### src/rtl/cba_adder_pipe.sv
// cba_adder_pipe -- pipelined carry-bypass adder/subtractor with valid/ready.
//
// The WIDTH-bit carry chain is cut into STAGES equal segments of WIDTH/STAGES
// bits. Stage k adds segment k using the carry registered out of stage k-1.
// Operands not yet consumed ride along in per-stage registers (skew), and the
// partial sum collects finished low segments as the beat walks down the pipe.
// Inside a segment, BLOCK-bit groups ripple internally; a group whose bits all
// propagate passes its carry-in straight to its carry-out (the bypass mux).
//
// Optional feature macro: CBA_PIPE_SATURATE_EN (adds the 'sat' input).
//
// Ports:
//   clk, rst_n          clock (rising edge), asynchronous active-low reset
//   in_valid, in_ready  input beat handshake
//   a, b, cin, sub      operands; sub=1 computes a-b (cin ignored)
//   out_valid, out_ready result beat handshake
//   sum, cout           result and carry out of the MSB (sub: 1 = no borrow)
//   overflow, zero      signed overflow, sum == 0
//   sat                 (CBA_PIPE_SATURATE_EN only) clamp on signed overflow
//
// Handshake: a beat moves on a rising edge when valid & ready are both high
// on that side. advance = !out_valid | out_ready; in_ready = advance. When
// advance is low the whole pipe freezes (bubbles are kept, not collapsed),
// so the outputs stay stable while out_valid & !out_ready.
module cba_adder_pipe #(
  parameter int WIDTH  = 32,
  parameter int BLOCK  = 4,
  parameter int STAGES = 2
) (
  input  logic             clk,
  input  logic             rst_n,
  input  logic             in_valid,
  output logic             in_ready,
  input  logic [WIDTH-1:0] a,
  input  logic [WIDTH-1:0] b,
  input  logic             cin,
  input  logic             sub,
  output logic             out_valid,
  input  logic             out_ready,
  output logic [WIDTH-1:0] sum,
  output logic             cout,
  output logic             overflow,
  output logic             zero
`ifdef CBA_PIPE_SATURATE_EN
  ,
  input  logic             sat
`endif
);

  localparam int SEG    = WIDTH / STAGES;
  localparam int GROUPS = SEG / BLOCK;

  logic              advance;
  logic [STAGES-1:0] v_q, v_n;
  logic [STAGES-1:0] c_q, c_n;
  logic [WIDTH-1:0]  a_q [STAGES];
  logic [WIDTH-1:0]  b_q [STAGES];
  logic [WIDTH-1:0]  s_q [STAGES];
  logic [WIDTH-1:0]  a_n [STAGES];
  logic [WIDTH-1:0]  b_n [STAGES];
  logic [WIDTH-1:0]  s_n [STAGES];
  logic              ovf_q, ovf_n;
  logic              zero_q, zero_n;
`ifdef CBA_PIPE_SATURATE_EN
  logic [STAGES-1:0] sat_q, sat_n;
`endif

  assign advance   = !v_q[STAGES-1] | out_ready;
  assign in_ready  = advance;
  assign out_valid = v_q[STAGES-1];
  assign sum       = s_q[STAGES-1];
  assign cout      = c_q[STAGES-1];
  assign overflow  = ovf_q;
  assign zero      = zero_q;

  // Next-state for every stage. After the stage loop the working variables
  // still hold the final stage's values, which the flag logic reuses.
  always_comb begin : stage_logic
    logic [WIDTH-1:0] op_a, op_b, part;
    logic             seg_c, grp_c, grp_p, msb_c;
    int               p, idx;
`ifdef CBA_PIPE_SATURATE_EN
    logic             sat_i;
    sat_i = 1'b0;
    sat_n = '0;
`endif
    op_a   = '0;
    op_b   = '0;
    part   = '0;
    seg_c  = 1'b0;
    grp_c  = 1'b0;
    grp_p  = 1'b0;
    msb_c  = 1'b0;
    p      = 0;
    idx    = 0;
    v_n    = '0;
    c_n    = '0;
    ovf_n  = 1'b0;
    zero_n = 1'b0;
    for (int k = 0; k < STAGES; k++) begin
      a_n[k] = '0;
      b_n[k] = '0;
      s_n[k] = '0;
    end

    for (int k = 0; k < STAGES; k++) begin
      // p is the upstream register index; clamped so stage 0 never reads
      // outside the arrays.
      p = (k > 0) ? k - 1 : 0;
      if (k == 0) begin
        // Subtraction as a + ~b + 1; the external carry is unused then.
        op_a   = a;
        op_b   = sub ? ~b : b;
        seg_c  = sub | cin;
        part   = '0;
        v_n[k] = in_valid;
`ifdef CBA_PIPE_SATURATE_EN
        sat_i  = sat;
`endif
      end else begin
        op_a   = a_q[p];
        op_b   = b_q[p];
        seg_c  = c_q[p];
        part   = s_q[p];
        v_n[k] = v_q[p];
`ifdef CBA_PIPE_SATURATE_EN
        sat_i  = sat_q[p];
`endif
      end

      for (int g = 0; g < GROUPS; g++) begin
        grp_c = seg_c;
        grp_p = 1'b1;
        for (int j = 0; j < BLOCK; j++) begin
          idx = k * SEG + g * BLOCK + j;
          if (idx == WIDTH - 1) msb_c = grp_c;
          part[idx] = op_a[idx] ^ op_b[idx] ^ grp_c;
          grp_c     = (op_a[idx] & op_b[idx]) | (grp_c & (op_a[idx] ^ op_b[idx]));
          grp_p     = grp_p & (op_a[idx] ^ op_b[idx]);
        end
        // Bypass: an all-propagate group forwards its carry-in unchanged.
        seg_c = grp_p ? seg_c : grp_c;
      end

      a_n[k] = op_a;
      b_n[k] = op_b;
      s_n[k] = part;
      c_n[k] = seg_c;
`ifdef CBA_PIPE_SATURATE_EN
      sat_n[k] = sat_i;
`endif
    end

    // Final-stage flags.
    ovf_n = msb_c ^ seg_c;
`ifdef CBA_PIPE_SATURATE_EN
    // On signed overflow both addends share a sign, which is the sign of the
    // true result; clamp towards it.
    if (sat_i && ovf_n) begin
      part = op_a[WIDTH-1] ? {1'b1, {(WIDTH-1){1'b0}}} : {1'b0, {(WIDTH-1){1'b1}}};
    end
`endif
    s_n[STAGES-1] = part;
    zero_n        = (part == '0);
  end

  always_ff @(posedge clk or negedge rst_n) begin
    if (!rst_n) begin
      v_q    <= '0;
      c_q    <= '0;
      ovf_q  <= 1'b0;
      zero_q <= 1'b0;
`ifdef CBA_PIPE_SATURATE_EN
      sat_q  <= '0;
`endif
      for (int k = 0; k < STAGES; k++) begin
        a_q[k] <= '0;
        b_q[k] <= '0;
        s_q[k] <= '0;
      end
    end else if (advance) begin
      v_q <= v_n;
      // Data registers only load under a valid beat; bubbles leave them idle.
      for (int k = 0; k < STAGES; k++) begin
        if (v_n[k]) begin
          a_q[k] <= a_n[k];
          b_q[k] <= b_n[k];
          s_q[k] <= s_n[k];
          c_q[k] <= c_n[k];
`ifdef CBA_PIPE_SATURATE_EN
          sat_q[k] <= sat_n[k];
`endif
        end
      end
      if (v_n[STAGES-1]) begin
        ovf_q  <= ovf_n;
        zero_q <= zero_n;
      end
    end
  end

endmodule

### config.mk
export PLATFORM = sky130hd
export DESIGN_NAME = cba_adder_pipe
export DESIGN_NICKNAME = d
export VERILOG_FILES = /design/src/rtl/cba_adder_pipe.sv
export SDC_FILE = /design/constraint.sdc
export NUM_CORES = 1
export LEC_CHECK = 0
export BUFFER_PORTS_ARGS = -buffer_cell sky130_fd_sc_hd__clkbuf_2
export CAP_MARGIN = 10
export CORE_ASPECT_RATIO = 1.4
export CORE_MARGIN = 2
export CORE_UTILIZATION = 35
export CTS_CLUSTER_DIAMETER = 80
export CTS_CLUSTER_SIZE = 28
export DETAILED_ROUTE_END_ITERATION = 10
export PLACE_DENSITY = 0.56
export SLEW_MARGIN = 20
export SYNTH_ARGS = -nofsm -noshare
export SYNTH_HDL_FRONTEND = slang
export SYNTH_SLANG_ARGS = --single-unit
### constraint.sdc
create_clock -name clk -period 19.3 [get_ports clk]
set_input_delay 0.965 -clock clk [delete_from_list [all_inputs] [get_ports clk]]
set_output_delay 0.965 -clock clk [all_outputs]
set_load 0.02 [all_outputs]
# Yosys cells after proc, flatten, opt, wreduce, memory -nomap -nowiden
# Cells that the tools add are included.
[classes]
n_reduce_logical = 4
n_mux = 9
bitwise = 188
[op_table]
columns = ["cell", "count"]
rows = [
  ["1-bit bitwise AND", 88],
  ["1-bit XOR", 65],
  ["1-bit OR", 34],
  ["32-bit zero test", 1],
  ["32-bit two-way mux", 1],
  ["32-bit inverter", 1],
  ["1-bit two-way mux", 8],
  ["2-bit AND reduction", 2],
  ["1-bit zero test", 1],
]
[totals]
regBits = 118
in_bits = 70
elab_cells = 210
out_inout_bits = 37

# Depth between registers and ports, before layout
[logic_depth]
depth_word = 39
ltp_mapped = 31

# Worst setup path after synthesis
# Ideal clock, no wire load.
[synth_path]
kind = "in2reg"
startpoint = "in sub"
endpoint = "reg s_q (netlist bit s_n[15])"
path_stages = 30
slack_ns = 10.096
arrival_ns = 9.079
required_ns = 19.175
path_buffers = 2
cell_sequence = "clkbuf_1 -> buf_2 -> xor2_1 -> inv_1 -> fa_1 -> fa_1 -> fa_1 -> fa_1 -> mux2i_1 -> inv_1 -> fa_1 -> fa_1 -> fa_1 -> fa_1 -> nand2_1 -> o21ai_0 -> fa_1 -> fa_1 -> inv_1 -> fa_1 -> inv_1 -> fa_1 -> and2_1 -> a21o_1 -> fa_1 -> fa_1 -> fa_1 -> inv_1 -> fa_1 -> mux2_2"
[synth_lines]
columns = ["element", "line", "source"]
rows = [
  ["start: declaration", "37", "input logic sub,"],
  ["end signal: indexed assignment", "188", "s_q[k] <= s_n[k];"],
  ["end: declaration", "58", "logic [WIDTH-1:0] s_q [STAGES];"],
]

==> results.py <==
metrics = {
    "setup_path": {
        "path_depth": 29,
        "cp.arrival_ns": 9.92,
        "startpoint_type": "input port",
        "crit_type": "in -> reg",
        "slowest_stage": "clkbuf_2",
        "reg2reg_depth": 28,
        "reg2reg_slack_ns": 10.95,
        "rr_startpoint": "c_q[0]",
        "path_common_cell": "fa_1",
        "endpoint": "s_n[15]",
        "crit_path_start": "sub",
        "slowest_delay_ns": 0.78,
        "cp_max_fo": 33,
        "end_kind": "flip-flop",
        "cp_top_family": "adder cells",
        "timing.rr.end": "zero",
        "crit_buf_inv": 6,
        "worstPathRequired_ns": 19.52,
    },
    "run_status": {
        "status": "finished clean",
    },
    "synthesis": {
        "synth_cell_types": 31,
        "ys.flop_type": "dfrtp_1",
        "synth_top_area_cell": "dfrtp_1",
        "ys_seq_elements": 86,
        "ys.warnings.count": 0,
        "synth_most_common_cell": "dfrtp_1",
        "synth_area_per_cell_um2": 11.9,
        "synthTopCellsByArea": "dfrtp_1, fa_1, mux2_2, ha_1, o21ai_0",
        "syn_area_um2": 4850,
        "synth_nets": 542,
        "async_flop_share_pct": 100,
        "synth.top_cell.area_share_pct": 44.3,
        "synth_edf_count": 0,
        "synth.top_cells.by_count": "dfrtp_1, mux2_2, inv_1",
        "ys_seq_area_share_pct": 44.3,
        "syn_inst": 408,
    },
    "placement": {
        "port_buffers": 106,
        "gp_congestion": 0.780,
        "hpwlAfterDp_um": 8000,
    },
    "route": {
        "highest-signal-layer": "met4",
        "drt_iter0_drc": 83,
        "avgRoutedWirePerCell_um": 14.6,
        "detailroute.via_count": 3162,
        "viasPerCell": 4.54,
        "ant_nets": 0,
        "dr.pass1.iters": 4,
        "met3_length_um": 512,
        "drc": 0,
        "wl_met2_um": 5360,
        "finalWirelength_um": 10200,
        "wl_met1_um": 4120,
    },
    "cts": {
        "cts_setup_buffers": 0,
        "cts_buffer_depth": 2,
        "htreeDepth": 3,
        "clock-root-buffer": "clkbuf_16",
        "cts.repair.resized": 0,
        "cts_tree": "built",
        "cts_buffers": 9,
        "worstSkewPairLatency_ns": 0.34,
        "postCtsHoldBufs": 0,
        "cts_sinks": 86,
        "clk_pin_slew_ns": 0.06,
    },
    "die": {
        "dieArea_um2": 14800,
        "num_rows": 50,
        "floorplan.initialDensity_pct": 36.1,
        "die_w_um": 104,
        "ioPinCount": 107,
        "core_um2": 13500,
        "dieHeight_um": 143,
    },
    "sta": {
        "tns_ns": 0,
        "hold_viol_final": 0,
        "setup_viol": 0,
        "slew_headroom_pct": 29.2,
        "rsz0062_at_grt": "no",
        "drv_slew": 0,
        "fin_skew_ns": 0.00569,
        "clock.fmax_ghz": 0.103,
        "fin_crit_ns": 9.70,
        "worst_pin_slew_ns": 1.06,
        "period_share_pct": 50.2,
    },
    "min_path": {
        "hold_class": "reg -> reg",
    },
    "global_route": {
        "grt_pass1_wl_um": 17000,
        "grt_start_max_net_pins": 80,
        "overflow": 0,
        "grt_usage_pct": 14.7,
        "grt_pass1_vias": 3407,
        "antenna_found_initial": 0,
    },
    "layout": {
        "n_antenna_cell": 0,
        "final_util_pct": 43.6,
        "finish.net_count": 645,
        "syn2layout_area_growth_pct": 20.9,
        "drive_gt1_share_pct": 33.8,
    },
    "pwr": {
        "power-per-cell-area_nw_per_um2": 123,
        "ir_drop_uv": 40.3,
        "p_leak_nw": 2.89,
        "total_power_uw": 723,
    },
    "run": {
        "drv_cap": 0,
    },
}
worst min-delay path: cells and delay by family, from the launching register on:
family,cells,cell delay [ns]
compound gates,1,0.06
simple gates,1,0.06
flops,1,0.34
power breakdown:
group          internal [mW]  switching (mW)  total, mW
sequential             0.240          0.0432      0.284
clock                  0.112          0.0680      0.180
combinational          0.114           0.146      0.259
cell usage in the layout, fill, tap and decap left out, types with 9 or more instances in the layout:
master	instances
clkbuf_2	105
dfrtp_1	86
mux2_2	48
inv_1	41
nand2_1	37
o21ai_0	32
fa_1	32
ha_1	32
xor2_1	18
xnor2_1	14
nand4_1	10
clkbuf_16	9
kinds of logic (layout without fill, tap and decap cells):
family          Yosys count  in the layout  synth area share, %
buf+inv                  58            165                 4.74
compound gates           47             47                 5.28
simple gates             71             71                 6.78
xor+xnor                 32             32                 5.77
fa+ha+maj                64             64                 21.4
mux                      50             50                 11.6
flops                    86             86                 44.3
flip-flops by register name, summed over array words and instances (netlist names):
| signal | count |
|---|---|
| zero | 1 |
| overflow | 1 |
| stage_logic.op_b | 16 |
| v_q | 2 |
| s_n | 16 |
| c_q | 2 |
| stage_logic.op_a | 16 |
| sum | 32 |
routing by layer:
layer | track usage, % | vias to the layer above
met5 | 0 | -
met4 | 5.55 | 0
met2 | 26.3 | 77
li1 | - | 1542
met1 | 17.1 | 1532
met3 | 3.72 | 11
worst min-delay path by stage:
stage | end | startpoint | depth (start not counted) | slack, ns
after floorplan | v_q[1] | v_q[0] | 2 | 0.46
after global placement | zero | zero | 2 | 0.47
after detailed placement | zero | zero | 2 | 0.48
after CTS | zero | zero | 2 | 0.49
after global routing | zero | zero | 2 | 0.52
final | zero | zero | 2 | 0.49
stage by stage:
step	hold WS [ns]	instances	cell area, um^2	worst slack [ns]
global route	0.520	697	5870	9.05
floorplan	0.459	408	4850	10.10
finish	0.490	697	5870	9.60
CTS	0.493	697	5870	9.47
detailed placement	0.479	682	5560	9.12
global placement	0.470	682	5560	9.36
cell type report:
cell class / count / area, um^2
Multi-Input combinational cell: 264 / 2470
Clock buffer: 10 / 229
Tap cell: 182 / 228
Clock inverter: 5 / 75.1
Inverter: 41 / 154
Fill cell: 1288 / 7580
Timing Repair Buffer: 109 / 556
Sequential cell: 86 / 2150
Note: power is estimated with default switching activity, not from simulation.
